--- config.mk ---
export PLATFORM = sky130hd
export DESIGN_NAME = muldiv_unit
export DESIGN_NICKNAME = d
export VERILOG_FILES = /design/src/rtl/muldiv_unit_pkg.sv /design/src/rtl/muldiv_step.sv /design/src/rtl/muldiv_unit.sv
export SDC_FILE = /design/constraint.sdc
export NUM_CORES = 1
export LEC_CHECK = 0
export BUFFER_PORTS_ARGS = -buffer_cell sky130_fd_sc_hd__buf_2
export CAP_MARGIN = 40
export CORE_ASPECT_RATIO = 1.1
export CORE_MARGIN = 2
export CORE_UTILIZATION = 34
export CTS_CLUSTER_SIZE = 25
export DETAILED_ROUTE_END_ITERATION = 12
export GPL_ROUTABILITY_DRIVEN = 0
export SETUP_SLACK_MARGIN = 0.3
export SLEW_MARGIN = 20
export SYNTH_ARGS = -nofsm -noshare
export SYNTH_HDL_FRONTEND = slang
export SYNTH_HIERARCHICAL = 1
export SYNTH_SLANG_ARGS = --single-unit
--- constraint.sdc ---
create_clock -name clk -period 9.25 [get_ports clk]
set_input_delay 0.4625 -clock clk [delete_from_list [all_inputs] [get_ports clk]]
set_output_delay 0.4625 -clock clk [all_outputs]
set_load 0.02 [all_outputs]
--- src/rtl/muldiv_unit_pkg.sv ---
// Shared execute-stage type enums (ALU and multiply/divide) plus muldiv op-decode helpers.
package muldiv_unit_pkg;

    typedef enum logic [3:0] {
        ALU_ADD, ALU_SUB, ALU_SLL, ALU_SLT, ALU_SLTU, ALU_XOR,
        ALU_SRL, ALU_SRA, ALU_OR, ALU_AND
    } alu_op_t;

    typedef enum logic [2:0] {
        MUL    = 3'd0,
        MULH   = 3'd1,
        MULHSU = 3'd2,
        MULHU  = 3'd3,
        DIV    = 3'd4,
        DIVU   = 3'd5,
        REM    = 3'd6,
        REMU   = 3'd7
    } muldiv_op_t;

    typedef enum logic [1:0] {
        IDLE,
        CALC,
        DONE
    } muldiv_state_t;

    function automatic logic op_is_div(input muldiv_op_t op);
        return op inside {DIV, DIVU, REM, REMU};
    endfunction

    function automatic logic op_a_signed(input muldiv_op_t op);
        return op inside {MULH, MULHSU, DIV, REM};
    endfunction

    function automatic logic op_b_signed(input muldiv_op_t op);
        return op inside {MULH, DIV, REM};
    endfunction

endpackage

--- src/rtl/muldiv_step.sv ---
// One iteration of restoring division or shift-add multiplication on unsigned magnitudes.
module muldiv_step #(
    parameter int unsigned WIDTH = 32
) (
    input  logic             i_is_div,
    input  logic [WIDTH-1:0] i_acc,
    input  logic [WIDTH-1:0] i_shf,
    input  logic [WIDTH-1:0] i_dvs,
    output logic [WIDTH-1:0] o_acc,
    output logic [WIDTH-1:0] o_shf
);

    logic [WIDTH:0]   w_trial;
    logic [WIDTH:0]   w_sum;
    logic [WIDTH-1:0] w_addend;

    always_comb begin
        w_addend = i_shf[0] ? i_dvs : '0;
        w_trial  = {i_acc, i_shf[WIDTH-1]} - {1'b0, i_dvs};
        w_sum    = {1'b0, i_acc} + {1'b0, w_addend};
        o_acc    = '0;
        o_shf    = '0;
        if (i_is_div) begin
            // Borrow out of the trial subtract means the divisor did not fit: restore.
            if (!w_trial[WIDTH]) begin
                o_acc = w_trial[WIDTH-1:0];
                o_shf = {i_shf[WIDTH-2:0], 1'b1};
            end else begin
                o_acc = {i_acc[WIDTH-2:0], i_shf[WIDTH-1]};
                o_shf = {i_shf[WIDTH-2:0], 1'b0};
            end
        end else begin
            o_acc = w_sum[WIDTH:1];
            o_shf = {w_sum[0], i_shf[WIDTH-1:1]};
        end
    end

endmodule

--- src/rtl/muldiv_unit.sv ---
// RISC-V M-extension multiply/divide unit; iterative divide, multiply is single-cycle
// when MULDIV_FAST_MUL_EN is defined, otherwise iterative on the shared step datapath.
module muldiv_unit
    import muldiv_unit_pkg::*;
#(
    parameter int unsigned WIDTH = 32
) (
    input  logic             clk,
    input  logic             rst,
    input  logic             flush,
    input  logic             in_valid,
    output logic             in_ready,
    input  muldiv_op_t       op,
    input  logic [WIDTH-1:0] opA,
    input  logic [WIDTH-1:0] opB,
    output logic             out_valid,
    input  logic             out_ready,
    output logic [WIDTH-1:0] out,
    output logic             busy
);

    localparam int unsigned CW = $clog2(WIDTH + 1);
    localparam int unsigned PW = 2 * WIDTH;
    localparam logic [WIDTH-1:0] MIN_NEG = {1'b1, {(WIDTH-1){1'b0}}};

    muldiv_state_t    r_state;
    muldiv_op_t       r_op;
    logic [CW-1:0]    r_cnt;
    logic [WIDTH-1:0] r_acc, r_shf, r_dvs, r_out;
    logic             r_neg, r_out_valid;

    logic             w_is_div, w_a_neg, w_b_neg, w_neg, w_imm, w_ovf;
    logic [WIDTH-1:0] w_a_mag, w_b_mag, w_imm_res, w_res;
    logic [WIDTH-1:0] w_acc_nx, w_shf_nx, w_quo, w_rem;
    logic [PW-1:0]    w_prod, w_prod_fix;

    assign in_ready  = (r_state == IDLE);
    assign busy      = (r_state != IDLE);
    assign out       = r_out;
    assign out_valid = r_out_valid;

    // Operand decode: signs, magnitudes and result sign on accept.
    assign w_is_div = op_is_div(op);
    assign w_a_neg  = op_a_signed(op) & opA[WIDTH-1];
    assign w_b_neg  = op_b_signed(op) & opB[WIDTH-1];
    assign w_a_mag  = w_a_neg ? -opA : opA;
    assign w_b_mag  = w_b_neg ? -opB : opB;
    assign w_neg    = (op == REM) ? w_a_neg : (w_a_neg ^ w_b_neg);
    assign w_ovf    = (op inside {DIV, REM}) && (opA == MIN_NEG) && (opB == '1);

`ifdef MULDIV_FAST_MUL_EN
    logic signed [PW-1:0] w_fa, w_fb;
    logic        [PW-1:0] w_fprod;
    // Extending past WIDTH+1 bits leaves the low 2*WIDTH product bits unchanged.
    assign w_fa    = {{WIDTH{op_a_signed(op) & opA[WIDTH-1]}}, opA};
    assign w_fb    = {{WIDTH{op_b_signed(op) & opB[WIDTH-1]}}, opB};
    assign w_fprod = w_fa * w_fb;
`endif

    always_comb begin
        w_imm     = 1'b0;
        w_imm_res = '0;
        if (w_is_div && (opB == '0)) begin
            w_imm     = 1'b1;
            w_imm_res = (op inside {DIV, DIVU}) ? '1 : opA;
        end else if (w_ovf) begin
            w_imm     = 1'b1;
            w_imm_res = (op == DIV) ? MIN_NEG : '0;
        end
`ifdef MULDIV_FAST_MUL_EN
        else if (!w_is_div) begin
            w_imm     = 1'b1;
            w_imm_res = (op == MUL) ? w_fprod[WIDTH-1:0] : w_fprod[PW-1:WIDTH];
        end
`endif
    end

    muldiv_step #(.WIDTH(WIDTH)) u_step (
        .i_is_div (op_is_div(r_op)),
        .i_acc    (r_acc),
        .i_shf    (r_shf),
        .i_dvs    (r_dvs),
        .o_acc    (w_acc_nx),
        .o_shf    (w_shf_nx)
    );

    // Sign fix-up applied to the outcome of the final step.
    always_comb begin
        w_prod     = {w_acc_nx, w_shf_nx};
        w_prod_fix = r_neg ? -w_prod : w_prod;
        w_quo      = r_neg ? -w_shf_nx : w_shf_nx;
        w_rem      = r_neg ? -w_acc_nx : w_acc_nx;
        case (r_op)
            MUL:                 w_res = w_prod_fix[WIDTH-1:0];
            MULH, MULHSU, MULHU: w_res = w_prod_fix[PW-1:WIDTH];
            DIV, DIVU:           w_res = w_quo;
            default:             w_res = w_rem;
        endcase
    end

    always_ff @(posedge clk or posedge rst) begin
        if (rst) begin
            r_state     <= IDLE;
            r_op        <= MUL;
            r_cnt       <= '0;
            r_acc       <= '0;
            r_shf       <= '0;
            r_dvs       <= '0;
            r_neg       <= 1'b0;
            r_out       <= '0;
            r_out_valid <= 1'b0;
        end else if (flush) begin
            r_state     <= IDLE;
            r_out_valid <= 1'b0;
        end else begin
            case (r_state)
                IDLE: if (in_valid) begin
                    r_op <= op;
                    if (w_imm) begin
                        r_out       <= w_imm_res;
                        r_out_valid <= 1'b1;
                        r_state     <= DONE;
                    end else begin
                        // Divide shifts the dividend out; multiply shifts the multiplier out.
                        r_acc   <= '0;
                        r_shf   <= w_is_div ? w_a_mag : w_b_mag;
                        r_dvs   <= w_is_div ? w_b_mag : w_a_mag;
                        r_neg   <= w_neg;
                        r_cnt   <= CW'(WIDTH);
                        r_state <= CALC;
                    end
                end
                CALC: begin
                    r_acc <= w_acc_nx;
                    r_shf <= w_shf_nx;
                    r_cnt <= r_cnt - CW'(1);
                    if (r_cnt == CW'(1)) begin
                        r_out       <= w_res;
                        r_out_valid <= 1'b1;
                        r_state     <= DONE;
                    end
                end
                DONE: if (out_ready) begin
                    r_out_valid <= 1'b0;
                    r_state     <= IDLE;
                end
                default: r_state <= IDLE;
            endcase
        end
    end

endmodule

==> impl_metrics.yaml, run 1 <==
worst_setup_path:
  critPathKind: "reg -> reg"
  worst_ep_required_time_ns: 9.56
  path_delay_family: "compound AO/OA/AOI/OAI gates"
  endpoint: "out[19]$_DFFE_PP0P_"
  r2r_start: "r_shf[31]$_DFFE_PP0P_"
  ff2ff_setup_slack_ns: 2.76
  startpoint_type: "flop"
  critical-path-top-cell-by-count: "sky130_fd_sc_hd__a31oi_1"
  critical_path.reg2reg.endpoint: "out[19]$_DFFE_PP0P_"
  rr_worst_depth: 22
  crit_chain: "inv_1, ha_1, fa_1, nand2b_1, a21o_1, a211oi_1, a31oi_1, o21ai_1, a21oi_1, a31oi_1, xnor2_2, buf_4, mux2i_1, a21oi_1, buf_4, nor4_1, and4_1, or4b_2, mux2i_1, o2111ai_1, o31ai_1, a31oi_1"
  worstSetupPathDepth: 22
  endpoint_kind: "flop"
  crit_start: "r_shf[31]$_DFFE_PP0P_"
  critPathMaxStageDelay_ns: 0.65
  timing.critical_path.arrival_ns: 6.80
  critical_path_top_delay_cell: "sky130_fd_sc_hd__or4b_2"
  crit_path_max_fanout: 35
  critical_path_buf_inv_count: 3
global_route:
  groute.layer.met3.usage: 0.0344
  grt.met1_usage: 0.328
  global_route.peak_usage_layer: "met2"
  grt_max_degree: 87
  grt_use_met2: 0.424
  wire_length_of_the_first_global_routing_pass_um: 97600
  grt_overflow_total: 0
  number_of_global_route_vias_before_repair: 16507
  grt_antenna_before_repair: 3
  globalRouteTotalUtil: 0.260
sta:
  fin_worst_skew_ns: 0.0136
  layout_min_cycle_time_ns: 6.49
  slew_margin_rel: 0.423
  slew_violations: 0
  final_min_period_over_clock_period: 0.702
  grt_setup_unrepaired: "false"
  setup_total_negative_slack_ns: 0
  final_hold_viol_count: 0
  max_freq_mhz: 154
  setup-violations-final: 0
  worst_slew_pin_slew_ns: 0.859
cells_and_area:
  drive_above_1_share: 0.128
  final_design_area_no_fill_mm2: 0.0176
  final_core_utilization: 0.385
  area_overhead_vs_synth_pct: 11.3
  mostFrequentLayoutCell: "sky130_fd_sc_hd__nand2_1"
  mostFrequentLayoutCells: "214 x sky130_fd_sc_hd__nand2_1, 194 x sky130_fd_sc_hd__nor2_1, 152 x sky130_fd_sc_hd__a21oi_1"
  number_of_nets_in_the_layout: 2301
clock_network:
  clock_tree.buffer_depth: 2
  postCtsHoldBufs: 0
  cts-resized-gates: 0
  root_buffer: "sky130_fd_sc_hd__clkbuf_16"
  cts_buffers: 17
  cts.clk_slew.worst_paths_ns: 0.07
  clock_tree_from_tritoncts: "done"
  cts_setup_buffers: 0
  cts.sinks: 141
  htree_levels: 4
  clkLatencyLatePin_ns: 0.45
logic_synthesis:
  number_of_enable_flip_flop_cells_after_synthesis: 0
  syn_area_mm2: 0.0158
  synthesis.nets: 2263
  async_reset_ff_frac: 1.00
  ys_warn_count: 6
  synth.distinct_cells: 88
  synth-main-ff-cell: "sky130_fd_sc_hd__dfrtp_1"
  syn-mean-instance-area_um2: 7.48
  synth-seq-area-share: 0.223
  synth_seq_cells: 141
  synthesis.instances: 2115
power:
  worst_ir_drop_vdd_mv: 0.202
  power-per-cell-area_mw_per_mm2: 374
  leakage_nw: 7.61
die:
  io-pin-count: 107
  rows: 82
  area_of_the_die_mm2: 0.0483
  die_h_um: 230
  initial_core_util: 0.346
  placeableCoreArea_mm2: 0.0458
  chipWidth_um: 210
placed_design:
  place_area_mm2: 0.0170
  input_output_buffers: 106
  hpwl_um: 48100
run:
  maxCapViolCount: 0
route:
  route.final.wire_length_um: 63400
  drt_first_pass_iters: 8
  vias: 17257
  detail_route.drc_violations: 0
  drt_iter0_markers: 1860
  number_of_nets_with_antenna_violations_after_routing: 0
  detail_route.wl_per_cell_um: 23.0
  detail_route.vias_per_cell: 6.27
run_status:
  status: "finished clean"
worst_hold_path:
  timing.hold.worst.class: "in -> reg"
routing by layer:
layer / vias up / wire (um)
li1: 7836 / -
met1: 8249 / 25400
met2: 963 / 29100
met3: 207 / 4860
met4: 2 / 4030
met5: - / 12
cell type report:
cell class | instances | area (um2)
multi-input combinational | 1754 | 11500
sequential | 141 | 3530
antenna | 2 | 5.00
timing repair buffer | 157 | 1000
clock inverter | 6 | 62.6
tap | 588 | 736
fill | 4805 | 28200
inverter | 82 | 313
clock buffer | 24 | 482
worst min-delay path by stage:
stage,slack [ns],cells after the start,start,to
3_3_place_gp,0.46,2,out[7]$_DFFE_PP0P_,out[7]$_DFFE_PP0P_
2_1_floorplan,0.46,2,r_dvs[11]$_DFFE_PP0P_,r_dvs[11]$_DFFE_PP0P_
5_1_grt,0.25,2,flush,out_valid$_DFFE_PP0P_
6_report,0.25,2,flush,out_valid$_DFFE_PP0P_
4_1_cts,0.18,2,rst,r_cnt[1]$_DFFE_PP0P_
3_5_place_dp,0.47,2,out[12]$_DFFE_PP0P_,out[12]$_DFFE_PP0P_
flip-flops by register name, indices dropped and copies added (netlist names):
| name | cells |
|---|---|
| out | 32 |
| r_op | 3 |
| r_acc | 32 |
| r_cnt | 6 |
| r_dvs | 32 |
| r_neg | 1 |
| out_valid | 1 |
| r_shf | 32 |
| r_state | 2 |
worst reg2reg max path: cells and delay by family (launching register included):
family / cells / cell delay (ns)
muxes: 2 / 0.46
xor gates and xnor gates: 1 / 0.27
and+or+nand+nor: 4 / 1.88
AOI/OAI and AO/OA: 10 / 1.93
buffers and inverters: 3 / 0.84
adders and majority gates: 2 / 0.63
DFF: 1 / 0.36
synth_stat cells, types with 23 or more instances:
master,number,area share
sky130_fd_sc_hd__nand2_1,215,0.051
sky130_fd_sc_hd__nor2_1,194,0.046
sky130_fd_sc_hd__a21oi_1,152,0.048
sky130_fd_sc_hd__o21ai_0,145,0.046
sky130_fd_sc_hd__dfrtp_1,141,0.22
sky130_fd_sc_hd__clkbuf_1,112,0.027
sky130_fd_sc_hd__xnor2_1,89,0.049
sky130_fd_sc_hd__nand3_1,86,0.027
sky130_fd_sc_hd__inv_1,80,0.019
sky130_fd_sc_hd__ha_1,74,0.059
sky130_fd_sc_hd__mux2i_1,63,0.040
sky130_fd_sc_hd__xor2_1,61,0.034
sky130_fd_sc_hd__a31oi_1,59,0.023
sky130_fd_sc_hd__mux2_2,53,0.038
sky130_fd_sc_hd__nor3_1,47,0.015
sky130_fd_sc_hd__and2_1,38,0.015
sky130_fd_sc_hd__nor4_1,37,0.015
sky130_fd_sc_hd__nand4_1,34,0.013
sky130_fd_sc_hd__o31ai_1,30,0.014
sky130_fd_sc_hd__a21o_1,28,0.013
sky130_fd_sc_hd__or4_1,26,0.012
sky130_fd_sc_hd__o211ai_1,25,0.012
sky130_fd_sc_hd__o21a_1,23,0.011
stage by stage:
stage	setup WS, ns	instances	total power, W	hold WS (ns)
after floorplan	3.97	2115	0.00435	0.464
after global placement	2.88	2706	0.00563	0.463
after detailed placement	2.89	2718	0.00573	0.471
after CTS	2.89	2748	0.00645	0.179
after global routing	2.34	2753	0.00699	0.248
final	2.76	2754	0.00659	0.248
where the power goes:
| group | switching [W] | internal (W) | leakage (nW) |
|---|---|---|---|
| registers | 0.000322 | 0.000885 | 1.77 |
| logic | 0.00302 | 0.00169 | 5.57 |
| clock network | 0.000290 | 0.000388 | 0.270 |
cell families (layout without fill, tap and decap cells):
kind of cell / count (synthesis) / after routing / share of synthesized area
adder cells (fa/ha/maj): 76 / 76 / 0.0611
other: 0 / 2 / 0
AND/OR/NAND/NOR: 790 / 790 / 0.246
multiplexers: 116 / 116 / 0.0776
buffers and inverters: 220 / 269 / 0.0545
XOR/XNOR: 150 / 150 / 0.0830
flip-flops: 141 / 141 / 0.223
AO/OA/AOI/OAI: 622 / 622 / 0.255
(Power assumes the default switching activity.)
==> run 2, diff against run 1 <==
==> constraint.sdc (replaced) <==
create_clock -name clk -period 5.5 [get_ports clk]
set_input_delay 0.275 -clock clk [delete_from_list [all_inputs] [get_ports clk]]
set_output_delay 0.275 -clock clk [all_outputs]
set_load 0.02 [all_outputs]
==> impl_metrics.yaml, run 2 (synthesized netlist as in run 1, its figures left out) <==
global_route:
  grt_overflow_total: 0
  globalRouteTotalUtil: 0.269
  grt_antenna_before_repair: 2
  wire_length_of_the_first_global_routing_pass_um: 101000
  grt_max_degree: 77
  number_of_global_route_vias_before_repair: 17216
placed_design:
  input_output_buffers: 106
  hpwl_um: 49500
  dp_slack_ns: -0.260
clock_network:
  clkLatencyLatePin_ns: 0.45
  cts.sinks: 141
  clock_tree_from_tritoncts: "done"
  clock_tree.buffer_depth: 2
  cts.clk_slew.worst_paths_ns: 0.07
  htree_levels: 4
  root_buffer: "sky130_fd_sc_hd__clkbuf_16"
  cts_buffers: 17
die:
  io-pin-count: 107
  chipWidth_um: 210
  initial_core_util: 0.346
  placeableCoreArea_mm2: 0.0458
  area_of_the_die_mm2: 0.0483
  die_h_um: 230
  rows: 82
worst_setup_path:
  timing.critical_path.arrival_ns: 5.63
  critPathKind: "reg -> reg"
  critPathMaxStageDelay_ns: 0.56
  worst_ep_required_time_ns: 5.83
  ff2ff_setup_slack_ns: 0.20
  startpoint_type: "flop"
  crit_chain: "ha_4, fa_2, nand2b_4, a21o_1, a211oi_2, a31oi_2, o21ai_2, a21oi_2, a31oi_2, xnor2_2, buf_12, buf_8, buf_6, mux2i_1, a21oi_2, buf_4, nor4_4, buf_4, nand2b_4, or4_4, nand3b_1, a21oi_1, or4b_1, a22o_1"
  rr_worst_depth: 24
  crit_path_max_fanout: 6
  critical_path.reg2reg.endpoint: "out[25]$_DFFE_PP0P_"
  critical_path_top_delay_cell: "sky130_fd_sc_hd__or4_4"
  endpoint_kind: "flop"
  r2r_start: "r_dvs[0]$_DFFE_PP0P_"
sta:
  setup-violations-final: 0
  max_freq_mhz: 189
  slew_violations: 0
  worst_slew_pin_slew_ns: 0.887
  grt_setup_unrepaired: "true"
  final_min_period_over_clock_period: 0.963
  final_hold_viol_count: 0
  layout_min_cycle_time_ns: 5.30
  postLayoutSetupSlackWorst_ns: 0.201
  setup_total_negative_slack_ns: 0
  slew_margin_rel: 0.408
  fin_worst_skew_ns: 0.0158
worst_hold_path:
  hold_path_end: "out_valid$_DFFE_PP0P_"
  hold_start: "flush"
  hold_path_depth: 2
  timing.hold.worst.class: "in -> reg"
run_status:
  status: "finished clean"
power:
  power_frac_seq: 0.159
  power-per-cell-area_mw_per_mm2: 664
  switching_share: 0.531
  worst_ir_drop_vdd_mv: 0.409
  power_switching_w: 0.00685
  leakage_nw: 8.40
  p_clk_frac: 0.093
  internal-power_w: 0.00605
  comb_power_share: 0.748
cells_and_area:
  combined_area_of_the_multi_input_logic_cells_mm2: 0.0122
  number_of_nets_in_the_layout: 2438
  area_overhead_vs_synth_pct: 22.8
  drive_above_1_share: 0.229
  n_fill_cell: 4645
  register_area_mm2: 0.00353
  mostFrequentLayoutCells: "214 x sky130_fd_sc_hd__nand2_1, 193 x sky130_fd_sc_hd__nor2_1, 163 x sky130_fd_sc_hd__buf_4"
  mostFrequentLayoutCell: "sky130_fd_sc_hd__nand2_1"
route:
  detail_route.wl_per_cell_um: 22.9
  detail_route.drc_violations: 0
  number_of_nets_with_antenna_violations_after_routing: 0
  drt_iter0_markers: 1797
  vias: 17863
  drt_first_pass_iters: 6
  route.final.wire_length_um: 66300
  detail_route.vias_per_cell: 6.18
run:
  maxCapViolCount: 0
==> run 2: cell count changes in the layout (fill, tap and decap cells not counted), moves of 9 or more <==
cell	before	now
sky130_fd_sc_hd__nor4_1	37	27
sky130_fd_sc_hd__ha_1	73	60
sky130_fd_sc_hd__a21oi_1	152	141
sky130_fd_sc_hd__a21oi_2	2	12
sky130_fd_sc_hd__ha_2	0	10
sky130_fd_sc_hd__o31ai_1	30	20
sky130_fd_sc_hd__buf_6	0	9
sky130_fd_sc_hd__buf_4	39	163
==> run 2: critical path, delay by kind of cell (launching register included) <==
kind | cells | cell delay, ns
and+or+nand+nor | 6 | 1.60
AOI/OAI and AO/OA | 9 | 1.45
buffers and inverters | 5 | 0.78
adders and majority gates | 2 | 0.56
DFF | 1 | 0.41
muxes | 1 | 0.20
xor gates and xnor gates | 1 | 0.18
==> run 2: timing repair <==
action | 4_1_cts | 5_1_grt
gates resized for setup | 82 | 78
setup endpoints to repair | 27 | 30
hold buffers | 1 | 0
setup buffers | 39 | 15
endpoints found under the hold margin | 45 | 0
pin swaps | 32 | 45
gates cloned | 1 | 0
==> run 2: cell type report <==
cell class              instances  share of cell area
inverters                      82              0.0161
well taps                     588              0.0379
clock inverters                14             0.00747
multi-input cells            1754               0.627
repair buffers                294               0.107
flip-flops and latches        141               0.182
diodes                          1            0.000129
clock buffers                  18              0.0226
==> run 2: layer usage <==
metal	routed length [um]	part of all wire	vias to the layer above	GRT usage
met5	13	0.00020	-	0
met2	29800	0.45	954	0.435
met3	5190	0.078	249	0.0477
met4	5020	0.076	2	0.173
met1	26300	0.40	8538	0.330
li1	-	-	8120	-
==> run 2: worst max-delay path by stage <==
stage                                startpoint                  end  cells after the start
after floorplan           r_shf[31]$_DFFE_PP0P_  out[25]$_DFFE_PP0P_                     22
after global placement    r_shf[31]$_DFFE_PP0P_  out[19]$_DFFE_PP0P_                     22
after detailed placement  r_shf[31]$_DFFE_PP0P_  out[19]$_DFFE_PP0P_                     22
after CTS                  r_dvs[0]$_DFFE_PP0P_  out[25]$_DFFE_PP0P_                     24
after global routing       r_dvs[0]$_DFFE_PP0P_  out[22]$_DFFE_PP0P_                     22
final                      r_dvs[0]$_DFFE_PP0P_  out[25]$_DFFE_PP0P_                     24
==> run 2: metrics by stage <==
| stage | hold WS [ns] | cell area [um2] | util | instances | total power [W] |
|---|---|---|---|---|---|
| final | 0.0567 | 19400 | 0.424 | 2892 | 0.0129 |
| after global routing | 0.0733 | 19400 | 0.424 | 2892 | 0.0136 |
| after CTS | 0.0524 | 18900 | 0.413 | 2875 | 0.0122 |
| after detailed placement | 0.349 | 17600 | 0.385 | 2802 | 0.0102 |
| after global placement | 0.460 | 17500 | 0.383 | 2795 | 0.0101 |
| after floorplan | 0.338 | 15800 | - | 2115 | 0.00732 |
==> run 2: power by group through the flow <==
stage / clock (W) / combinational, W / sequential (W)
floorplan: 0 / 0.00543 / 0.00189
global placement: 0 / 0.00803 / 0.00203
detailed placement: 0 / 0.00816 / 0.00204
CTS: 0.00121 / 0.00892 / 0.00203
global route: 0.00126 / 0.0103 / 0.00210
finish: 0.00120 / 0.00965 / 0.00205
